[config.mk]
export PLATFORM = sky130hd
export DESIGN_NAME = dlx_decode_stage
export DESIGN_NICKNAME = d
export VERILOG_FILES = /design/src/rtl/dlx_pkg.sv /design/src/rtl/dlx_regfile.sv /design/src/rtl/dlx_decode_stage.sv
export SDC_FILE = /design/constraint.sdc
export NUM_CORES = 2
export LEC_CHECK = 0
export BUFFER_PORTS_ARGS = -buffer_cell sky130_fd_sc_hd__clkbuf_2
export CORE_MARGIN = 1
export CORE_UTILIZATION = 49
export DETAILED_ROUTE_END_ITERATION = 8
export GPL_TIMING_DRIVEN = 0
export PLACE_DENSITY = 0.69
export SLEW_MARGIN = 20
export SYNTH_ARGS = -nofsm -noshare
export SYNTH_HDL_FRONTEND = slang
export SYNTH_HIERARCHICAL = 1
export SYNTH_SLANG_ARGS = --single-unit
[constraint.sdc]
create_clock -name clock2 -period 2.76 [get_ports clock2]
set_input_delay 0.552 -clock clock2 [delete_from_list [all_inputs] [get_ports clock2]]
set_output_delay 0.552 -clock clock2 [all_outputs]
set_load 0.005 [all_outputs]
[src/rtl/dlx_pkg.sv]
// rtl/dlx_pkg.sv - DLX opcode/func tables and the decode-control bundle
package dlx_pkg;

  localparam logic [5:0] OP_R_TYPE = 6'h00;
  localparam logic [5:0] OP_LW     = 6'b000010;
  localparam logic [5:0] OP_SW     = 6'h03;
  localparam logic [5:0] OP_ADDI   = 6'h04;
  localparam logic [5:0] OP_SUBI   = 6'h05;
  localparam logic [5:0] OP_ANDI   = 6'h06;
  localparam logic [5:0] OP_ORI    = 6'h07;
  localparam logic [5:0] OP_XORI   = 6'h08;
  localparam logic [5:0] OP_SLTI   = 6'h09;
  localparam logic [5:0] OP_SGTI   = 6'h0A;
  localparam logic [5:0] OP_SLEI   = 6'h0B;
  localparam logic [5:0] OP_SGEI   = 6'h0C;
  localparam logic [5:0] OP_SEQI   = 6'h0D;
  localparam logic [5:0] OP_SNEI   = 6'h0E;
  localparam logic [5:0] OP_BEQZ   = 6'h0F;
  localparam logic [5:0] OP_BNEZ   = 6'h10;
  localparam logic [5:0] OP_J      = 6'h11;

  localparam logic [5:0] FN_ADD = 6'h20;
  localparam logic [5:0] FN_SUB = 6'h22;
  localparam logic [5:0] FN_AND = 6'h24;
  localparam logic [5:0] FN_OR  = 6'h25;
  localparam logic [5:0] FN_XOR = 6'h26;
  localparam logic [5:0] FN_SEQ = 6'h28;
  localparam logic [5:0] FN_SNE = 6'h29;
  localparam logic [5:0] FN_SLT = 6'h2A;
  localparam logic [5:0] FN_SGT = 6'h2B;
  localparam logic [5:0] FN_SLE = 6'h2C;
  localparam logic [5:0] FN_SGE = 6'h2D;

  typedef enum logic [1:0] {IMM_NONE, IMM_SEXT16, IMM_ZEXT16, IMM_SEXT26} imm_kind_e;

  typedef struct packed {
    logic      illegal;
    logic      use_a;
    logic      use_b;
    imm_kind_e imm_kind;
  } decode_t;

  // Illegal instructions read no registers, so they can never raise a load-use stall.
  function automatic decode_t dlx_decode(input logic [5:0] opcode, input logic [5:0] func);
    decode_t d;
    d = '{illegal: 1'b0, use_a: 1'b1, use_b: 1'b0, imm_kind: IMM_NONE};
    case (opcode)
      OP_LW, OP_ADDI, OP_SUBI, OP_SLTI, OP_SGTI, OP_SLEI, OP_SGEI,
      OP_SEQI, OP_SNEI, OP_BEQZ, OP_BNEZ: d.imm_kind = IMM_SEXT16;
      OP_SW: begin
        d.imm_kind = IMM_SEXT16;
        d.use_b    = 1'b1;
      end
      OP_ANDI, OP_ORI, OP_XORI: d.imm_kind = IMM_ZEXT16;
      OP_J: begin
        d.imm_kind = IMM_SEXT26;
        d.use_a    = 1'b0;
      end
      OP_R_TYPE: begin
        d.use_b = 1'b1;
        case (func)
          FN_ADD, FN_SUB, FN_AND, FN_OR, FN_XOR, FN_SLT,
          FN_SGT, FN_SLE, FN_SGE, FN_SEQ, FN_SNE: d.illegal = 1'b0;
          default: d.illegal = 1'b1;
        endcase
      end
      default: d.illegal = 1'b1;
    endcase
    if (d.illegal) begin
      d.use_a    = 1'b0;
      d.use_b    = 1'b0;
      d.imm_kind = IMM_NONE;
    end
    return d;
  endfunction

endpackage

[src/rtl/dlx_regfile.sv]
// rtl/dlx_regfile.sv - 2-read/1-write register file with write-through bypass and debug port
module dlx_regfile #(
  parameter int XLEN = 32,
  parameter int NREG = 32,
  parameter int AW   = $clog2(NREG)
) (
  input  logic            clock2,
  input  logic            reset2,
  input  logic            write_en,
  input  logic [AW-1:0]   write_addr,
  input  logic [XLEN-1:0] write_data,
  input  logic [AW-1:0]   ra_addr,
  output logic [XLEN-1:0] ra_data,
  input  logic [AW-1:0]   rb_addr,
  output logic [XLEN-1:0] rb_data,
  input  logic [AW-1:0]   dbg_addr,
  output logic [XLEN-1:0] dbg_data
);

  logic [XLEN-1:0] regs [NREG];

  always_ff @(posedge clock2 or negedge reset2) begin
    if (!reset2) begin
      for (int i = 0; i < NREG; i++) regs[i] <= '0;
    end else if (write_en && write_addr != '0) begin
      regs[write_addr] <= write_data;
    end
  end

  // A same-cycle write to the read address wins, so decode sees the value write-back is committing.
  always_comb begin
    ra_data = regs[ra_addr];
    if (ra_addr == '0) ra_data = '0;
    else if (write_en && write_addr == ra_addr) ra_data = write_data;

    rb_data = regs[rb_addr];
    if (rb_addr == '0) rb_data = '0;
    else if (write_en && write_addr == rb_addr) rb_data = write_data;

    dbg_data = (dbg_addr == '0) ? '0 : regs[dbg_addr];
  end

endmodule

[src/rtl/dlx_decode_stage.sv]
// rtl/dlx_decode_stage.sv - DLX decode stage: operand fetch, immediate extension, load-use stall
module dlx_decode_stage
  import dlx_pkg::*;
#(
  parameter int XLEN = 32,
  parameter int NREG = 32,
  parameter int AW   = $clog2(NREG)
) (
  input  logic            clock2,
  input  logic            reset2,
  input  logic [31:0]     inst_in2,
  input  logic [XLEN-1:0] npc_in2,
  input  logic            in_valid,
  output logic            in_ready,
  input  logic            reg_write_en,
  input  logic [AW-1:0]   reg_add_in,
  input  logic [XLEN-1:0] reg_data_in,
  input  logic            ex_load_valid,
  input  logic [AW-1:0]   ex_load_rd,
  input  logic            ex_ready,
  output logic            out_valid,
  output logic [31:0]     irout2,
  output logic [XLEN-1:0] npcout2,
  output logic [XLEN-1:0] aout2,
  output logic [XLEN-1:0] bout2,
  output logic [XLEN-1:0] imout2,
  output logic            out_illegal,
  input  logic [AW-1:0]   dbg_rd_addr,
  output logic [XLEN-1:0] dbg_rd_data
);

  logic [AW-1:0]   rs1, rs2;
  logic [XLEN-1:0] rs1_data, rs2_data;
  logic [XLEN-1:0] a_next, b_next, imm_next;
  decode_t         dec;
  logic            hazard, advance, fire;

  assign rs1 = AW'(inst_in2[25:21]);
  assign rs2 = AW'(inst_in2[20:16]);
  assign dec = dlx_decode(inst_in2[31:26], inst_in2[5:0]);

  dlx_regfile #(.XLEN(XLEN), .NREG(NREG), .AW(AW)) u_regfile (
    .clock2     (clock2),
    .reset2     (reset2),
    .write_en   (reg_write_en),
    .write_addr (reg_add_in),
    .write_data (reg_data_in),
    .ra_addr    (rs1),
    .ra_data    (rs1_data),
    .rb_addr    (rs2),
    .rb_data    (rs2_data),
    .dbg_addr   (dbg_rd_addr),
    .dbg_data   (dbg_rd_data)
  );

  always_comb begin
    a_next = dec.use_a ? rs1_data : '0;
    b_next = dec.use_b ? rs2_data : '0;
    case (dec.imm_kind)
      IMM_SEXT16: imm_next = {{(XLEN-16){inst_in2[15]}}, inst_in2[15:0]};
      IMM_ZEXT16: imm_next = {{(XLEN-16){1'b0}}, inst_in2[15:0]};
      IMM_SEXT26: imm_next = {{(XLEN-26){inst_in2[25]}}, inst_in2[25:0]};
      default:    imm_next = '0;
    endcase
  end

  assign hazard = in_valid && ex_load_valid && (ex_load_rd != '0) &&
                  ((dec.use_a && ex_load_rd == rs1) || (dec.use_b && ex_load_rd == rs2));
  assign advance  = !out_valid || ex_ready;
  assign in_ready = advance && !hazard;
  assign fire     = in_valid && in_ready;

  // Data registers only move on fire; a bubble just drops out_valid.
  always_ff @(posedge clock2 or negedge reset2) begin
    if (!reset2) begin
      out_valid   <= 1'b0;
      irout2      <= '0;
      npcout2     <= '0;
      aout2       <= '0;
      bout2       <= '0;
      imout2      <= '0;
      out_illegal <= 1'b0;
    end else if (fire) begin
      out_valid   <= 1'b1;
      irout2      <= inst_in2;
      npcout2     <= npc_in2;
      aout2       <= a_next;
      bout2       <= b_next;
      imout2      <= imm_next;
      out_illegal <= dec.illegal;
    end else if (advance) begin
      out_valid   <= 1'b0;
    end
  end

endmodule

* Yosys cells after proc, flatten, opt, wreduce, memory -nomap -nowiden
Cells that the tools add are included.
Operators by class: $lt $le $gt $ge 5, equality and inequality tests 34, mux-type cells 28, bitwise gates (word level) 4, reductions and logical operators 27
Operators with widths (number):
- 1024-bit bitwise mux | 1
- 32-bit binary-select mux with 5-bit select | 3
- 32-bit 2-to-1 mux | 14
- 32-bit demux with 5-bit select | 1
- 32-bit case mux with 3 select lines | 1
- 6-bit equality test, second input constant | 11
- 6-bit by 4-bit equality test with 1-bit output, second input constant | 8
- 6-bit by 3-bit equality test with 1-bit output, second input constant | 4
- 6-bit >= comparator, second input constant | 4
- 5-bit inverter with 6-bit output | 4
- 5-bit equality test | 4
- 16-bit OR reduction | 1
- 5-bit logical NOT | 3
- 6-bit by 2-bit equality test with 1-bit output, second input constant | 2
- 6-bit by 5-bit equality test with 1-bit output, second input constant | 2
- 12-bit OR reduction | 1
- 1-bit logical AND | 11
- 11-bit OR reduction | 1
- 5-bit nonzero test | 2
- 6-bit logical NOT | 1
- 6-bit by 1-bit < comparator with 1-bit output, second input constant | 1
- 2-bit case mux with 3 select lines | 1
- 1-bit 2-to-1 mux | 5
- 2-bit equality test, second input constant | 2
- 8 further kinds | 10
Word-level totals: register bits after elaboration 1186

* Depth between registers and ports, before layout
depth after elaboration 12, mapped depth 11

* Cells and area by module
Netlist, hierarchy kept.
Modules (own cells, without submodules):
- dlx_regfile | times used 1, cells each 4312, area an instance 62909.1 um2, sequential area each 25624.6 um2
- dlx_decode_stage | times used 1, cells each 572, area an instance 6791.5 um2, sequential area each 3903.7 um2

* Worst setup path before layout
OpenSTA, ideal clock, no wires.
path type input to output, start point input dbg_rd_addr[1], end point output dbg_rd_data[0], arrival time 2.184 ns, required time 2.208 ns, setup slack 0.024 ns, cell stages on the path 7, cell sequence buf_2 > clkbuf_1 > buf_1 > mux4_2 > mux4_2 > inv_1 > o21ai_1
On the way: word-level cells in the longest chain between the ends 5, elaborated cells between the ends (all ways) 6
Ends and longest elaborated chain:
- from (decl) | line dlx_decode_stage.sv:28 | input logic [AW-1:0] dbg_rd_addr,
- 5-bit inverter with 6-bit output (implied by the code) | line dlx_regfile.sv:40 | dbg_data = (dbg_addr == '0) ? '0 : regs[dbg_addr];
- 32-bit binary-select mux with 5-bit select | line dlx_regfile.sv:40
- 32-bit 2-to-1 mux (implied by the code) (2 in a row) | line dlx_regfile.sv:40
- 32-bit 2-to-1 mux (*) | line dlx_regfile.sv:40
- to (decl) | line dlx_decode_stage.sv:29 | output logic [XLEN-1:0] dbg_rd_data
Mark *: on every way between the ends. The rest lies on a longest branch, timed or not. The select of a mux whose other input is x is not followed.

* Worst setup path after layout
start point input dbg_rd_addr[3], end point output dbg_rd_data[25]
The elaborated chain is that of the path after synthesis.

==> impl_results.md <==
* Largest net degree at the start of global routing at a little over 90
* Syn Std Cell Area at approximately 70000 um^2
* Maximum buffer depth of the clock tree at 3
* Post-route clock period utilization at 125%
* Crit-path slowest cell: clkbuf_2
* Antenna violations before repair at 37
* Leakage component of the power at 35.8 nW
* Highest net fanout along the worst path at 10
* Final max-slew violation count at 0
* RSZ-0062 raised after global routing: true
* Post-route worst setup slack at -0.702 ns
* Multi-input gate area in the final layout at 37700 um^2
* Fraction of the yosys area taken by sequential cells at 42.4%
* Number of synthesized flops with an enable pin at 0
* Total via count in the routed design at 56900
* Crit-path max cell delay at 0.56 ns
* Last weighted congestion value of the routability-driven placer at 1.10
* Path category of the worst min-delay check: in2reg
* Result of the run: finished with violations
* Post-detailed-route count of antenna-violating nets at 0
* CTS Root Cell: clkbuf_16
* Number of cells traversed by the worst register-to-register path at 8
* Number of buffers created by CTS at 139
* Critical Path RT at 2.21 ns
* Timing-limited maximum frequency at 289 MHz
* Maximum capacitance violations at 0
* Core ar. at 141000 um^2
* Critical path capture point: dbg_rd_data[25]
* Initial DRT Pass Iterations at 9
* Clock sinks at around 1200
* Starting Density at 49.3%
* Number of levels in the clock H-tree at 4
* First-pass GRT wire length at 457000 um
* Remaining global-route overflow at 0
* Primary FF master, synth: dfrtp_1
* Nets@finish at 5654
* Kind of launch point of the worst setup path: input pin
* Register area at between 20000 and 30000 um^2
* Slew of the pin with the lowest slew margin at around 1.4 ns
* Commonest non-fill, non-tap cell in the layout: dfrtp_1
* Port Buffers at 302
* Clock latency on the worst-skew pair at 0.82 ns
* Fraction of registers with async set or reset after synthesis at 100%
* CP dominant cell by count: clkbuf_2
* Critical path launch point: dbg_rd_addr[3]
* Routed len/inst at 45.3 um
* Final setup violation count at 82
* R2r endpoint: bout2[17]
* Synth Area per Inst at 14.3 um^2
* Final wirelength at 343000 um
* Most frequent cells in the layout: dfrtp_1, mux2_2, mux4_2, clkbuf_2, mux2i_1
* Final total negative setup slack at -20.07 ns
* Synth cell types at 62
* Failing checks: design-rule violations, negative setup slack
* Fillers at 11200
* Vias in the first global route at 53800
* Worst hold slack at 0.0258 ns
* Final hold violation count at 0
* Cell-by-cell trace of the critical path: clkbuf_2, clkbuf_2, clkbuf_4, mux4_2, inv_2, o21ai_1, buf_2
* Syn Nets at 5001
* Synthesis-stage register bit count at 1180
* Classification of the worst setup path: in2out
* CTS tree: built
* Total power at between 50 and 60 mW
* Origin of the worst min-delay path: inst_in2[2]
* Slew Limit Headroom at 5.66%
* Final design area excluding fillers at around 83000 um^2
* Row cnt at 138
* Die span in x at 379 um
* Total number of yosys warnings at 6
* Vias per Instance at 7.51
* Worst slack after detailed placement at -2.16 ns
* Global-route usage over all layers at 47.6%
* Die Height at 379 um
* Register clock-pin slew on the reported worst setup and hold paths at 0.06 ns
* Data arrival time at the worst-slack endpoint at 2.91 ns
* Area after detailed placement at 74200 um^2
* IO Pins at 312
* IR Drop Worst-Case VDD at roughly 0.00052 V
* Share of post-route cells with drive strength above 1 at 50.8%
* Dpl hpwl at 239000 um
* Startpoint of the worst register-to-register path: u_regfile/regs[17]
* Drc violations at 3
* CP endpoint kind: output pin
* Layout overhead on the synthesized area at 18.5%
* Final period demand of the worst path at 3.46 ns
* Setup slack, reg-to-reg at 0.32 ns
* Power Dens Cells at slightly above 700 nW/um^2
* DR iter-0 viols at about 9400
* Clock skew after layout at 0.0263 ns
* Synthesized instance count at 4884
* Area of the die at 144000 um^2
==> cells by family (layout without fill, tap and decap cells) <==
group / Yosys count / after routing / share of synthesized area (%)
buffers and inverters: 679 / 1440 / 4.60
other: 0 / 35 / 0
multiplexers: 2118 / 2118 / 45.1
AND/OR/NAND/NOR: 396 / 396 / 2.58
flip-flops: 1180 / 1180 / 42.4
XOR/XNOR: 21 / 21 / 0.264
AO/OA/AOI/OAI: 490 / 490 / 5.11
==> what timing repair did <==
item / in CTS / in global routing
endpoints found under the setup margin: 97 / 188
setup buffers: 98 / 40
resized for setup: 458 / 145
pin swaps: 6 / 4
endpoints found under the hold margin: 91 / 0
hold buffers: 48 / 0
gates cloned: 2 / 2
==> Yosys cell counts, drive strengths merged, types with 4 or more instances <==
cell / n / area [um^2]
a211o: 4 / 35.0
nand2: 208 / 781
a32o: 32 / 320
a221oi: 28 / 245
o22ai: 65 / 407
xnor2: 16 / 140
inv: 128 / 480
nand3: 10 / 50.1
nor3b: 11 / 92.6
a21oi: 63 / 315
nor2b: 23 / 144
or2: 5 / 31.3
nand4: 5 / 31.3
nand3b: 5 / 37.5
o22a: 6 / 52.6
nor2: 66 / 255
o221ai: 32 / 280
nor3: 36 / 185
buf: 282 / 1720
a31oi: 6 / 37.5
o311a: 5 / 50.1
a22oi: 69 / 518
nand2b: 10 / 62.6
xor2: 5 / 43.8
mux2: 1065 / 12000
mux4: 710 / 16000
o21ai: 70 / 354
a221o: 38 / 380
clkbuf: 269 / 1010
mux2i: 343 / 3430
and3: 4 / 25.0
a211oi: 55 / 418
o211ai: 5 / 42.5
dfrtp: 1180 / 29500
a2bb2oi: 5 / 43.8
==> sequential cells by signal (all words and copies together), names as in the netlist <==
name and count:
imout2 26, out_valid 1, bout2 32, out_illegal 1
npcout2 32, u_regfile/regs 1024, irout2 32, aout2 32
==> final cells by class <==
cell class              count  share of cell area (%)
multi-input cells        3025                    45.7
clock buffers             201                    4.91
inverters                 128                   0.597
diodes                     35                   0.106
well taps                1890                    2.86
plain buffers             549                    4.70
repair buffers            514                    4.59
flip-flops and latches   1180                    35.8
clock inverters            48                   0.812
==> metrics by stage <==
step / std cells / util (%)
after floorplan: 4884 / -
after global placement: 7076 / 52.0
after detailed placement: 7097 / 52.5
after CTS: 7494 / 57.8
after global routing: 7544 / 58.4
final: 7570 / 58.4
==> worst max-delay path, delay by kind of cell <==
family,cells,cell delay [ns]
buffers and inverters,5,1.53
multiplexers,1,0.51
AO/OA/AOI/OAI,1,0.26
==> layer usage <==
layer | up-vias | routed length (um) | GRT usage [%]
li1 | 20400 | - | -
met1 | 29300 | 115000 | 56.3
met2 | 5717 | 136000 | 63.0
met3 | 1473 | 60200 | 28.3
met4 | 36 | 30500 | 34.5
met5 | - | 858 | 3.09
==> worst min path at each step <==
stage / slack [ns] / endpoint / cells past startpoint
floorplan: 0.26 / aout2[0] / 0
global placement: 0.47 / irout2[10] / 1
detailed placement: 0.48 / irout2[22] / 1
CTS: 0.003 / imout2[2] / 3
global route: 0.04 / imout2[2] / 3
finish: 0.03 / imout2[2] / 3
==> power by group <==
group          total [mW]  internal (mW)  switching (mW)
clock network        19.5           11.4            8.07
registers            23.4           20.4            3.03
logic                16.2           8.14            8.04
Power figures use the tool's default switching activity.
